$ cat src/rtl/max6675_pkg.sv
// rtl/max6675_pkg.sv - shared types and default constants for the MAX6675 reader
package max6675_pkg;

  localparam int FRAME_BITS       = 16;
  localparam int DEF_SPI_HALF     = 13;
  localparam int DEF_CONV_CLKS    = 22_000_000;
  localparam int DEF_CLKS_PER_BIT = 868;

  typedef enum logic [2:0] {
    CS_SETUP,
    SHIFT,
    CS_HOLD,
    TX_HI,
    TX_LO,
    WAIT
  } state_t;

  typedef enum logic [1:0] {
    UART_IDLE,
    UART_START,
    UART_DATA,
    UART_STOP
  } uart_state_t;

  // Counter width for a count of n cycles; never narrower than one bit.
  function automatic int cnt_width(input int n);
    return (n > 1) ? $clog2(n) : 1;
  endfunction

endpackage

$ cat src/rtl/max6675_tempsnsr_uart_tx.sv
// rtl/max6675_tempsnsr_uart_tx.sv - 8N1 UART transmitter with back-to-back chaining
module uart_tx
  import max6675_pkg::*;
#(
  parameter int CLKS_PER_BIT = DEF_CLKS_PER_BIT
)(
  input  logic       i_clk,
  input  logic       i_reset,
  input  logic       i_tx_dv,
  input  logic [7:0] i_tx_byte,
  output logic       o_tx_serial,
  output logic       o_tx_active,
  output logic       o_tx_done
);

  localparam int              CNT_W    = cnt_width(CLKS_PER_BIT);
  localparam logic [CNT_W-1:0] CNT_LAST = CNT_W'(CLKS_PER_BIT - 1);

  uart_state_t      state, state_next;
  logic [CNT_W-1:0] cnt, cnt_next;
  logic [2:0]       idx, idx_next;
  logic [7:0]       data, data_next;
  logic             serial_next;
  logic             done_next;
  logic             bit_last;

  assign o_tx_active = (state != UART_IDLE);

  // State, bit timer and the registered serial line.
  always_ff @(posedge i_clk) begin
    if (!i_reset) begin
      state       <= UART_IDLE;
      cnt         <= '0;
      idx         <= '0;
      data        <= '0;
      o_tx_serial <= 1'b1;
      o_tx_done   <= 1'b0;
    end else begin
      state       <= state_next;
      cnt         <= cnt_next;
      idx         <= idx_next;
      data        <= data_next;
      o_tx_serial <= serial_next;
      o_tx_done   <= done_next;
    end
  end

  // Bit sequencing; i_tx_dv is taken when idle or in the last stop-bit
  // cycle, so a waiting byte starts right where the stop bit ends.
  always_comb begin
    state_next  = state;
    cnt_next    = cnt;
    idx_next    = idx;
    data_next   = data;
    serial_next = o_tx_serial;
    done_next   = 1'b0;
    bit_last    = (cnt == CNT_LAST);
    case (state)
      UART_IDLE: begin
        serial_next = 1'b1;
        if (i_tx_dv) begin
          data_next   = i_tx_byte;
          cnt_next    = '0;
          state_next  = UART_START;
          serial_next = 1'b0;
        end
      end
      UART_START: begin
        if (bit_last) begin
          cnt_next    = '0;
          idx_next    = '0;
          state_next  = UART_DATA;
          serial_next = data[0];
        end else begin
          cnt_next = cnt + CNT_W'(1);
        end
      end
      UART_DATA: begin
        if (bit_last) begin
          cnt_next = '0;
          if (idx == 3'd7) begin
            state_next  = UART_STOP;
            serial_next = 1'b1;
          end else begin
            idx_next    = idx + 3'd1;
            data_next   = {1'b0, data[7:1]};
            serial_next = data[1];
          end
        end else begin
          cnt_next = cnt + CNT_W'(1);
        end
      end
      UART_STOP: begin
        if (bit_last) begin
          cnt_next  = '0;
          done_next = 1'b1;
          if (i_tx_dv) begin
            data_next   = i_tx_byte;
            state_next  = UART_START;
            serial_next = 1'b0;
          end else begin
            state_next = UART_IDLE;
          end
        end else begin
          cnt_next = cnt + CNT_W'(1);
        end
      end
      default: state_next = UART_IDLE;
    endcase
  end

endmodule

$ cat src/rtl/max6675_tempsnsr.sv
// rtl/max6675_tempsnsr.sv - MAX6675 SPI reader forwarding raw frames over UART
module max6675_tempsnsr
  import max6675_pkg::*;
#(
  parameter int SPI_HALF     = DEF_SPI_HALF,
  parameter int CONV_CLKS    = DEF_CONV_CLKS,
  parameter int CLKS_PER_BIT = DEF_CLKS_PER_BIT
)(
  input  logic i_clk,
  input  logic i_reset,
  output logic o_CS,
  output logic o_SPI_CLk,
  input  logic i_SPI_MISO,
  output logic o_tx_Serial
);

  localparam int HALF_W = cnt_width(SPI_HALF);
  localparam int WAIT_W = cnt_width(CONV_CLKS);
  localparam int BIT_W  = cnt_width(FRAME_BITS);

  localparam logic [HALF_W-1:0] HALF_LAST = HALF_W'(SPI_HALF - 1);
  localparam logic [BIT_W-1:0]  BIT_LAST  = BIT_W'(FRAME_BITS - 1);
  // Three cycles are absorbed by the done pulse, the WAIT entry and the
  // registered CS, so the CS fall lands CONV_CLKS after the stop bit ends.
  localparam logic [WAIT_W-1:0] WAIT_LAST = WAIT_W'((CONV_CLKS > 3) ? CONV_CLKS - 3 : 0);

  state_t                state, state_next;
  logic [HALF_W-1:0]     half_cnt, half_next;
  logic [BIT_W-1:0]      bit_cnt, bit_next;
  logic                  sck_phase, phase_next;
  logic [WAIT_W-1:0]     wait_cnt, wait_next;
  logic [FRAME_BITS-1:0] shreg, shreg_next;
  logic [FRAME_BITS-1:0] frame, frame_next;
  logic                  hi_sent, hi_next;
  logic                  half_last;
  logic                  tx_dv;
  logic [7:0]            tx_byte;
  logic                  tx_done;
  logic                  tx_active;

  // State, counters and the CS/SCK pins, decoded from the current state
  // through a register so the pins never glitch.
  always_ff @(posedge i_clk) begin
    if (!i_reset) begin
      state     <= CS_SETUP;
      half_cnt  <= '0;
      bit_cnt   <= '0;
      sck_phase <= 1'b0;
      wait_cnt  <= '0;
      shreg     <= '0;
      frame     <= '0;
      hi_sent   <= 1'b0;
      o_CS      <= 1'b1;
      o_SPI_CLk <= 1'b0;
    end else begin
      state     <= state_next;
      half_cnt  <= half_next;
      bit_cnt   <= bit_next;
      sck_phase <= phase_next;
      wait_cnt  <= wait_next;
      shreg     <= shreg_next;
      frame     <= frame_next;
      hi_sent   <= hi_next;
      o_CS      <= !((state == CS_SETUP) || (state == SHIFT) || (state == CS_HOLD));
      o_SPI_CLk <= (state == SHIFT) && sck_phase;
    end
  end

  // Frame sequencing: SPI read, two UART bytes, conversion wait.
  always_comb begin
    state_next = state;
    half_next  = half_cnt;
    bit_next   = bit_cnt;
    phase_next = sck_phase;
    wait_next  = wait_cnt;
    shreg_next = shreg;
    frame_next = frame;
    hi_next    = hi_sent;
    tx_dv      = 1'b0;
    tx_byte    = frame[15:8];
    half_last  = (half_cnt == HALF_LAST);
    case (state)
      CS_SETUP: begin
        if (half_last) begin
          half_next  = '0;
          bit_next   = '0;
          phase_next = 1'b1;
          state_next = SHIFT;
        end else begin
          half_next = half_cnt + HALF_W'(1);
        end
      end
      SHIFT: begin
        // Sample on the cycle SCK goes high; first sample is D15.
        if (sck_phase && (half_cnt == '0)) begin
          shreg_next = {shreg[FRAME_BITS-2:0], i_SPI_MISO};
        end
        if (half_last) begin
          half_next = '0;
          if (sck_phase) begin
            phase_next = 1'b0;
          end else if (bit_cnt == BIT_LAST) begin
            state_next = CS_HOLD;
          end else begin
            phase_next = 1'b1;
            bit_next   = bit_cnt + BIT_W'(1);
          end
        end else begin
          half_next = half_cnt + HALF_W'(1);
        end
      end
      CS_HOLD: begin
        if (half_last) begin
          half_next  = '0;
          frame_next = shreg;
          hi_next    = 1'b0;
          state_next = TX_HI;
        end else begin
          half_next = half_cnt + HALF_W'(1);
        end
      end
      TX_HI: begin
        // High byte goes to the idle transmitter; the low byte is then held
        // valid so it chains onto the end of the high byte's stop bit.
        tx_dv   = 1'b1;
        tx_byte = hi_sent ? frame[7:0] : frame[15:8];
        if (!tx_active) begin
          hi_next = 1'b1;
        end
        if (tx_done) begin
          state_next = TX_LO;
        end
      end
      TX_LO: begin
        if (tx_done) begin
          wait_next  = '0;
          state_next = WAIT;
        end
      end
      WAIT: begin
        if (wait_cnt == WAIT_LAST) begin
          half_next  = '0;
          state_next = CS_SETUP;
        end else begin
          wait_next = wait_cnt + WAIT_W'(1);
        end
      end
      default: state_next = CS_SETUP;
    endcase
  end

  uart_tx #(
    .CLKS_PER_BIT(CLKS_PER_BIT)
  ) u_uart_tx (
    .i_clk       (i_clk),
    .i_reset     (i_reset),
    .i_tx_dv     (tx_dv),
    .i_tx_byte   (tx_byte),
    .o_tx_serial (o_tx_Serial),
    .o_tx_active (tx_active),
    .o_tx_done   (tx_done)
  );

endmodule

$ cat config.mk
export PLATFORM = sky130hd
export DESIGN_NAME = max6675_tempsnsr
export DESIGN_NICKNAME = d
export VERILOG_FILES = /design/src/rtl/max6675_pkg.sv /design/src/rtl/max6675_tempsnsr_uart_tx.sv /design/src/rtl/max6675_tempsnsr.sv
export SDC_FILE = /design/constraint.sdc
export NUM_CORES = 1
export LEC_CHECK = 0
export ABC_CLOCK_PERIOD_IN_PS = 3100
export BUFFER_PORTS_ARGS = -buffer_cell sky130_fd_sc_hd__buf_4
export CORE_MARGIN = 2
export CORE_UTILIZATION = 40
export DETAILED_ROUTE_END_ITERATION = 8
export MAX_ROUTING_LAYER = met4
export PLACE_DENSITY = 0.59
export SLEW_MARGIN = 20
export SYNTH_ARGS = -nofsm -noshare
export SYNTH_HDL_FRONTEND = slang
export SYNTH_SLANG_ARGS = --single-unit
$ cat constraint.sdc
create_clock -name i_clk -period 3.1 [get_ports i_clk]
set_clock_uncertainty 0.05 [all_clocks]
set_input_delay 0.31 -clock i_clk [delete_from_list [all_inputs] [get_ports i_clk]]
set_output_delay 0.31 -clock i_clk [all_outputs]
set_load 0.02 [all_outputs]
# After elaboration in Yosys (flattened, before gate mapping)
# Index checks and enable logic that the tools add are counted.
[totals] reg_bits=97 latchBits=0 ram_bits=0 mem_bits_ro=0 in_bits=3 out_inout_bits=3 wordCells=140 memories=0
[classes] add_sub_neg=5 mul=0 n_div=0 order_cmp=0 n_eq_ne=31 shift=0 muxes=58 n_bitwise=0 n_reduce_logical=30
[ops] operator="two-way mux 25 bit" n=2
[ops] operator="one-hot mux 25 bit (2 select lines)" n=1
[ops] operator="two-way mux 8 bit" n=6
[ops] operator="two-way mux 3 bit" n=11
[ops] operator="adder 25 x 1 -> 25 bit, second input constant" n=1
[ops] operator="equality test 25 bit, second input constant" n=1
[ops] operator="two-way mux 4 bit" n=6
[ops] operator="one-hot mux 8 bit (3 select lines)" n=1
[ops] operator="inequality test 2 bit, second input constant" n=11
[ops] operator="two-way mux 10 bit" n=2
[ops] operator="one-hot mux 10 bit (2 select lines)" n=1
[ops] operator="one-hot mux 3 bit (6 select lines)" n=1
[ops] operator="one-hot mux 4 bit (2 select lines)" n=2
[ops] operator="two-way mux 1 bit" n=15
[ops] operator="inequality test 2 x 1 -> 1 bit, second input constant" n=7
[ops] operator="AND reduction 4 bit" n=3
[ops] operator="nonzero test 2 bit" n=6
[ops] operator="adder 10 x 1 -> 10 bit, second input constant" n=1
[ops] operator="equality test 10 bit, second input constant" n=1
[ops] operator="two-way mux 2 bit" n=5
[ops] operator="AND reduction 5 bit" n=2
[ops] operator="equality test 3 bit, second input constant" n=3
[ops] operator="AND reduction 3 bit" n=3
[ops] operator="adder 4 x 1 -> 4 bit, second input constant" n=2
[ops] operator="other kinds (20)" n=30

# Longest topological paths before layout
# Gate-level depths: netlist (run 1).
[depth] depth_word=5 ltp_mapped=9 ltp_nobuf=7

# By module
# A second synthesis (run 1) with hierarchy kept.
[unflattened] cells_unflattened=582 area_unflattened_um2=4976.0
[by_module_without_submodules] mod="max6675_tempsnsr" n_inst=1 cells_each=417 area_per_inst_um2=3520.9 seq_area_each_um2=1441.4
[by_module_without_submodules] mod="uart_tx" n_inst=1 cells_each=165 area_per_inst_um2=1455.1 seq_area_each_um2=500.5

# Least setup slack after synthesis (run 1)
# Ideal clock, no wire load.
[synth_timing] kind="register -> register" from="reg u_uart_tx.idx[0]" to="reg u_uart_tx.data[0]" setup_ns=0.128 arrival_ns=1.812 required_time_ns=2.922 slack_ns=1.110 path_stages_with_launch=9 path_buffers=1 period_less_slack_ns=1.990 cell_sequence="dfxtp_1 ha_1 ha_1 or3b_2 nor4_1 a211o_1 buf_4 mux2i_1 nor2_1"
[synth_between] elab_chain_cells=3
[synth_lines] element="from (decl)" line_no="max6675_tempsnsr_uart_tx.sv:21" text="logic [2:0] idx, idx_next;"
[synth_lines] element="from (signal assigned)" line_no="max6675_tempsnsr_uart_tx.sv:41" text="idx <= idx_next;"
[synth_lines] element="equality test 3 bit" line_no="max6675_tempsnsr_uart_tx.sv:81" text="if (idx == 3'd7) begin"
[synth_lines] element="inequality test 2 bit (no source line)"
[synth_lines] element="AND reduction 4 bit (no source line)"
[synth_lines] element="to (signal assigned)" line_no="max6675_tempsnsr_uart_tx.sv:42" text="data <= data_next;"
[synth_lines] element="to (decl)" line_no="max6675_tempsnsr_uart_tx.sv:22" text="logic [7:0] data, data_next;"
# No other way between the ends.
# A chain may end at the register's enable or synchronous reset.

# Final worst setup path (run 1)
# Ends and elaborated chain as after synthesis.

==> flow_summary.toml, run 1 <==
[sta]
grt_setup_unrepaired = "no"
relSlewSlack = 0.499
tns_ps = 0
fin_crit_sh = 0.756
fin_crit_ps = 2340
slew_violations = 0
setup_violations = 0
fmax_ghz = 0.426
hold_viol = 0
worst_slew_pin_slew_ps = 750

[job]
maxCapViolations = 0

[final_layout]
antenna_cells = 0
nets = 544
final_layout_size_suffix_gt1_frac = 0.0808
syn_to_final_growth_pct = 10.0

[grt]
grt_pass1_wl_um = 17100
grt_pass1_vias = 3541
grt.overflow.total = 0
groute.usage.overall = 0.169
antenna_found_initial = 0
grt_max_degree = 41

[power_and_ir_drop]
finalPower_mw = 2.64
ir_drop_v = 0.000486
p_leak_nw = 1.94
p_per_area_nw_per_um2 = 511

[detailed_routing]
drtAntennaViolNets = 0
wl_per_cell_um = 14.6
drtPass1Iterations = 4
first_iter_violations = 288
vias = 3736
routed_wl_um = 9880
via_per_inst = 5.53
drc = 0

[logic_synthesis]
synth_area_leader_cell = "dfxtp_1"
synth.most_common_cell = "dfxtp_1"
synthSimpleGateAreaFrac = 0.248
syn_area_per_cell_um2 = 8.87
ys_types = 69
synth_top_area_share = 0.414
yosysWarnings = 0
synth_top_family_by_area = "simple AND/OR/NAND/NOR gates"
ys.flop_type = "dfxtp_1"
synthesis.area_um2 = 4690
synth-seq-cells = 97
seq_area_frac_synth = 0.414
synth_nets = 546
ys_top_cells_by_area = "dfxtp_1 41%, mux2i_1 11%, nor2_1 6.0%"
synth_fa_ha_area_frac = 0.0373
synthesis.instances = 529
synth_xor_area_frac = 0.0280
synth_compound_area_frac = 0.120
synth_commonest_cells = "97 x dfxtp_1, 75 x nor2_1, 51 x mux2i_1"
synthArstFlopShare = 0
muxShareOfSynthArea = 0.114
synth_edf_count = 0

[floorplan]
die-area_um2 = 12600
die_height_um = 112
ios = 6
dieWidth_um = 112
initial_core_util = 0.411
rows = 39
core_um2 = 11400

[worst_setup_path]
cp.arrival_ps = 2500
start_kind = "flop"
worstReg2RegStart = "u_uart_tx.idx[0]"
critical_path.startpoint = "u_uart_tx.idx[0]"
cp_max_fo = 8
crit_type = "flop to flop"
required_ps = 3260
worstSetupEndpointType = "flop"

[worst_hold_path]
hold_start = "i_SPI_MISO"
min_path_type = "input pin to flop"

[clock_tree]
cts_resized = 0
clk_latency_ps = 350
cts-hold-fix-buffers = 0
cts_root_buffer = "clkbuf_16"
htreeDepth = 3
path_clk_slew_ps = 70
clkSinkCount = 97
cts_max_path_buffers = 2
post_cts_buffers = 0
cts_tree = "done"
cts_buffers = 9

[place]
gp_congestion = 0.820
place_hpwl_um = 6570
io_buffers = 5

[outcome]
status = "complete, no violations"
## worst paths after layout
| check | endpoint | slack (ps) | cells past startpoint |
|---|---|---|---|
| setup / recovery | u_uart_tx.data[0] | 760 | 7 |
| hold / removal | shreg[0] | 150 | 3 |
| setup reg to reg | u_uart_tx.data[0] | 760 | 7 |
| hold reg to reg | bit_cnt[0] | 440 | 2 |
## cells in the final DEF, fill, tap and decap left out, types with 3 or more instances in the layout
cell and n:
o211ai_1 3, a21oi_1 21, and3_1 9, xnor2_1 4
o21ai_0 21, and2_1 4, nor3_1 10, o31ai_1 3
buf_4 13, o221ai_1 4, o21a_1 5, xor2_1 11
and4_1 3, nand3b_1 3, nand4_1 14, ha_1 14
nand2_1 40, or4_1 5, clkbuf_16 9, mux2i_1 51
dfxtp_1 97, nand3_1 25, inv_1 15, inv_6 3
nand2b_1 5, nor2_1 75, nor4_1 5, or3_1 5
## where the power goes
group,total (mW),switching (mW),internal [mW],leakage [nW]
clock,1.16,0.500,0.658,0.150
combinational,0.192,0.123,0.0687,1.01
sequential,1.29,0.0251,1.27,0.782
total,2.64,0.649,1.99,1.94
## state kept, by name (all words and copies together) (netlist names)
name and count:
wait_cnt 25, frame 16, shreg 16, u_uart_tx.cnt 10, u_uart_tx.data 8, bit_cnt 4
half_cnt 4, state 3, u_uart_tx.idx 3, u_uart_tx.state 2, hi_sent 1, o_CS 1
o_SPI_CLk 1, sck_phase 1, u_uart_tx.o_tx_done 1, u_uart_tx.o_tx_serial 1
## through the flow
step                area (um2)  cells  hold WS (ps)   util  setup WS, ps
floorplan                 4690    529           363      -          1110
global route              5160    675           162  0.452           615
finish                    5160    675           149  0.452           755
CTS                       5160    675           143  0.452           743
detailed placement        4850    659           427  0.425           758
global placement          4850    659           414  0.425           870
## final cells by class
type	count	area, um2
clock buffers	10	239
clock inverters	6	72.6
multi-input cells	390	2570
inverters	16	60.1
flip-flops and latches	97	1940
well taps	143	179
fillers	1136	6250
repair buffers	13	97.6
## worst max-delay path, stage by stage, from the launching register on
cell and delay, ps:
dfxtp_1 330, ha_1 200, ha_1 210, or3b_2 470
nor4_1 230, a211o_1 410, mux2i_1 250, nor2_1 60
## per-layer routing
layer | up-vias | global-route usage | wire [um] | share of wire
li1 | 1893 | - | - | -
met1 | 1793 | 0.215 | 4920 | 0.50
met2 | 33 | 0.264 | 4560 | 0.46
met3 | 17 | 0.0410 | 227 | 0.023
met4 | 0 | 0.0577 | 182 | 0.018
met5 | - | - | 0 | 0
## kinds of logic (layout without fill, tap and decap cells)
kind of cell,count (synthesis),after routing
AND/OR/NAND/NOR,223,223
adder cells (fa/ha/maj),14,14
flip-flops,97,97
buffers and inverters,42,45
multiplexers,53,53
AO/OA/AOI/OAI,85,85
XOR/XNOR,15,15
(Power assumes the default switching activity.)
==> inputs of run 2 (changes only) <==
- ABC_CLOCK_PERIOD_IN_PS: 3100 -> 2100
- PLACE_DENSITY: 0.59 -> 0.61
- clock period: 3.1 -> 2.1 ns (I/O delays scaled with it)
==> run 2 against run 1 <==
  * Core utilization increased by 2.1 points
  * Critical path depth increased by 1
  * Cell area is 4.7% higher
  * Largest power group unchanged
==> flow_summary.toml, run 2 (synthesis gave the netlist of run 1 again) <==
[outcome]
status = "complete, no violations"

[final_layout]
fin_cells = 701
largest_register_ff_count = 25
stdcell_area_um2 = 5410
utilization = 0.474
reg_top3 = "wait_cnt: 25 flops, frame: 16 flops, shreg: 16 flops"
regMostFlops = "wait_cnt"
syn_to_final_growth_pct = 15.2
layout_commonest_cell = "dfxtp_1"
final_layout_size_suffix_gt1_frac = 0.143
final_cell_mix = "95 x dfxtp_1, 75 x nor2_1, 51 x mux2i_1"
nets = 570
antenna_cells = 0

[power_and_ir_drop]
finalPower_mw = 3.81
p_per_area_nw_per_um2 = 705
p_leak_nw = 2.06
ir_drop_v = 0.000595

[detailed_routing]
first_iter_violations = 276
routed_wl_um = 10100
via_per_inst = 5.49
drtAntennaViolNets = 0
drc = 0
wl_per_cell_um = 14.3
drtPass1Iterations = 5
vias = 3846

[worst_setup_path]
required_ps = 2290
critical_path.most_common_cell = "ha_2"
critical_path.startpoint = "u_uart_tx.idx[0]"
slowest_delay_ps = 400
r2r_cells = 8
rrSetupSlack_ps = 100
slowest_stage = "or3b_4"
cp.arrival_ps = 2190
path_cells = "ha_2 -> ha_2 -> or3b_4 -> nor4_2 -> a211o_1 -> buf_12 -> mux2i_1 -> nor2_1"
start_kind = "flop"
cp_max_fo = 8
worstReg2RegEnd = "u_uart_tx.data[7]"
crit_path_end = "u_uart_tx.data[7]"
crit_type = "flop to flop"
worstReg2RegStart = "u_uart_tx.idx[0]"
worstSetupEndpointType = "flop"

[clock_tree]
cts_max_path_buffers = 2
htreeDepth = 3
clk_latency_ps = 350
cts_root_buffer = "clkbuf_16"
cts_buffers = 9
cts-hold-fix-buffers = 0
clkSinkCount = 97
cts_tree = "done"
path_clk_slew_ps = 70

[place]
dpl_cell_area_um2 = 5070
gp_congestion = 0.788
dp_cells = 685
io_buffers = 5
place_hpwl_um = 6890

[floorplan]
core_um2 = 11400
die-area_um2 = 12600
ios = 6
die_height_um = 112
initial_core_util = 0.411
dieWidth_um = 112
rows = 39

[worst_hold_path]
min_path_type = "input pin to flop"

[grt]
grt_max_degree = 32
groute.usage.overall = 0.174
grt.overflow.total = 0
grt_pass1_vias = 3767
grt_pass1_wl_um = 17800
antenna_found_initial = 0

[sta]
fin_crit_ps = 2000
fin_crit_sh = 0.952
fmax_ghz = 0.500
hold_viol = 0
slew_violations = 0
setup_violations = 0
worst_slew_pin_slew_ps = 570
relSlewSlack = 0.620

[job]
maxCapViolations = 0
-- run 2: how the worst min path moves through the flow --
stage                    start       end  slack (ps)  depth (start not counted)
floorplan              i_reset      o_CS         260                          1
global placement    i_SPI_MISO  shreg[0]         390                          3
detailed placement  i_SPI_MISO  shreg[0]         400                          3
CTS                 i_SPI_MISO  shreg[0]          40                          3
global route        i_SPI_MISO  shreg[0]          60                          3
finish              i_SPI_MISO  shreg[0]          50                          3
-- run 2: worst max-delay path, delay by kind of cell, from the launching register on --
family | cells | cell delay, ps
multiplexers | 1 | 190
AND/OR/NAND/NOR | 3 | 660
flip-flops | 1 | 330
buffers and inverters | 1 | 140
AO/OA/AOI/OAI | 1 | 180
adder cells (fa/ha/maj) | 2 | 340
-- run 2: timing repair --
item	in CTS	in global routing
endpoints found under the setup margin	1	15
gates cloned	0	0
hold endpoints to repair	0	0
pin swaps	1	3
buffers inserted	0	0
gates resized for setup	1	11
-- run 2: layout make-up --
| cell class | instances | area [um2] |
|---|---|---|
| Clock buffer | 10 | 239 |
| Tap cell | 143 | 179 |
| Timing Repair Buffer | 39 | 318 |
| Multi-Input combinational cell | 390 | 2620 |
| Fill cell | 1089 | 6010 |
| Inverter | 16 | 60.1 |
| Clock inverter | 6 | 51.3 |
| Sequential cell | 97 | 1940 |
-- run 2: layer usage --
metal | vias to the layer above | share of wire | GRT usage
met1 | 1845 | 0.48 | 0.218
met2 | 49 | 0.48 | 0.275
met3 | 6 | 0.032 | 0.0443
met4 | 0 | 0.0092 | 0.0610
met5 | - | 0 | -
li1 | 1946 | - | -
-- run 2: power by group --
group          switching (mW)  internal (mW)  leakage [nW]
combinational           0.193          0.123          1.14
clock                   0.745          0.850         0.140
sequential             0.0295           1.87         0.783
-- run 2: stage by stage --
step | setup TNS, ps | hold WS [ps] | setup WS (ps)
after global placement | 0 | 393 | 72.9
after detailed placement | -4.07 | 401 | -4.07
after floorplan | 0 | 263 | 110
after global routing | -4.69 | 61.0 | -4.69
after CTS | 0 | 40.6 | 13.9
final | 0 | 48.4 | 100
==> inputs of run 3 (changes only) <==
- SETUP_SLACK_MARGIN: not set -> 0.1
==> run 3 against run 2 <==
  * Worst hold slack got worse by 4.2 ps
  * Wire length rose by 1.5%
  * Clock power barely moved
==> flow_summary.toml, run 3 (synthesis gave the netlist of run 1 again) <==
[place]
dp_cells = 685
dp_slack_ps = -4.07
place_hpwl_um = 6890
dpl_cell_area_um2 = 5070
gp_congestion = 0.788
io_buffers = 5

[final_layout]
regArea_um2 = 1950
utilization = 0.482
regMostFlops = "wait_cnt"
fin_cells = 704
syn_to_final_growth_pct = 17.1
nets = 573
final_layout_size_suffix_gt1_frac = 0.169
largest_register_ff_count = 25
final_cell_mix = "90 x dfxtp_1, 75 x nor2_1, 51 x mux2i_1"
stdcell_area_um2 = 5500
fillerInstances = 1079
layout_commonest_cell = "dfxtp_1"
antenna_cells = 0
reg_top3 = "wait_cnt: 25 flops, frame: 16 flops, shreg: 16 flops"
multi_input_area_um2 = 2680

[clock_tree]
htreeDepth = 3
clk_latency_ps = 360
clkSinkCount = 97
path_clk_slew_ps = 70
cts_buffers = 9
cts_root_buffer = "clkbuf_16"
cts_tree = "done"
cts-hold-fix-buffers = 0
cts_max_path_buffers = 2

[worst_setup_path]
start_kind = "flop"
cp.arrival_ps = 2160
worstSetupEndpointType = "flop"
slowest_delay_ps = 370
slowest_stage = "a2111o_1"
path_cells = "ha_2 -> a31o_1 -> a2111o_1 -> buf_4 -> or3_1 -> a21oi_1"
crit_buf_inv = 1
required_ps = 2340
cp_top_family = "compound AO/OA/AOI/OAI gates"
cp_max_fo = 7
crit_type = "flop to flop"

[power_and_ir_drop]
p_per_area_nw_per_um2 = 696
ir_drop_v = 0.000598
finalPower_mw = 3.83
p_leak_nw = 2.10

[floorplan]
rows = 39
initial_core_util = 0.411
core_um2 = 11400
dieWidth_um = 112
ios = 6
die_height_um = 112
die-area_um2 = 12600

[detailed_routing]
vias = 3868
via_per_inst = 5.49
routed_wl_um = 10200
drtAntennaViolNets = 0
drtPass1Iterations = 4
first_iter_violations = 286
drc = 0
wl_per_cell_um = 14.5

[outcome]
status = "complete, no violations"

[sta]
relSlewSlack = 0.625
worst_slew_pin_slew_ps = 562
hold_viol = 0
fin_crit_sh = 0.914
grt_setup_unrepaired = "no"
slew_violations = 0
fin_crit_ps = 1920
tns_ps = 0
timing.hold.ws_ps = 44.1
fmax_ghz = 0.521
worst_slack_ps = 181
setup_violations = 0

[grt]
grt.overflow.total = 0
grt_pass1_wl_um = 17800
grt_pass1_vias = 3770
grt_max_degree = 32
antenna_found_initial = 0
groute.usage.overall = 0.175

[job]
maxCapViolations = 0

[worst_hold_path]
min_path_type = "input pin to flop"
run 3: worst paths after layout:
| kind | end | depth (start not counted) | startpoint | slack, ps |
|---|---|---|---|---|
| worst min-delay path | shreg[0] | 3 | i_SPI_MISO | 40 |
| worst min register to register | bit_cnt[1] | 2 | bit_cnt[1] | 440 |
| worst max-delay path | bit_cnt[0] | 6 | bit_cnt[0] | 180 |
| worst max register to register | bit_cnt[0] | 6 | bit_cnt[0] | 180 |
run 3: tightest hold or removal path, stage by stage:
cell	delay [ps]
buf_4	80
mux2i_1	50
nor2_1	80
run 3: per-layer routing:
layer | vias to the layer above | GRT usage | part of all wire
met5 | - | - | 0
met4 | 0 | 0.0593 | 0.014
met3 | 12 | 0.0443 | 0.030
met2 | 44 | 0.276 | 0.47
met1 | 1848 | 0.219 | 0.48
li1 | 1964 | - | -
run 3: area by class of cell:
type | count | share of cell area
tap | 143 | 0.0325
timing repair buffer | 42 | 0.0626
clock inverter | 6 | 0.00933
multi-input combinational | 390 | 0.486
inverter | 16 | 0.0109
sequential | 97 | 0.355
clock buffer | 10 | 0.0435
run 3: report_power, final:
group          internal [mW]  leakage [nW]  total, mW  switching (mW)
Combinational          0.125          1.17      0.322           0.197
Clock                  0.850         0.140       1.60           0.754
Sequential              1.87         0.786       1.90          0.0318
Total                   2.85          2.10       3.83           0.983
run 3: repair_timing:
| item | in CTS | in global routing |
|---|---|---|
| setup buffers | 1 | 2 |
| pin swaps | 2 | 8 |
| resized for setup | 8 | 21 |
| setup endpoints to repair | 10 | 45 |
| hold endpoints to repair | 0 | 0 |
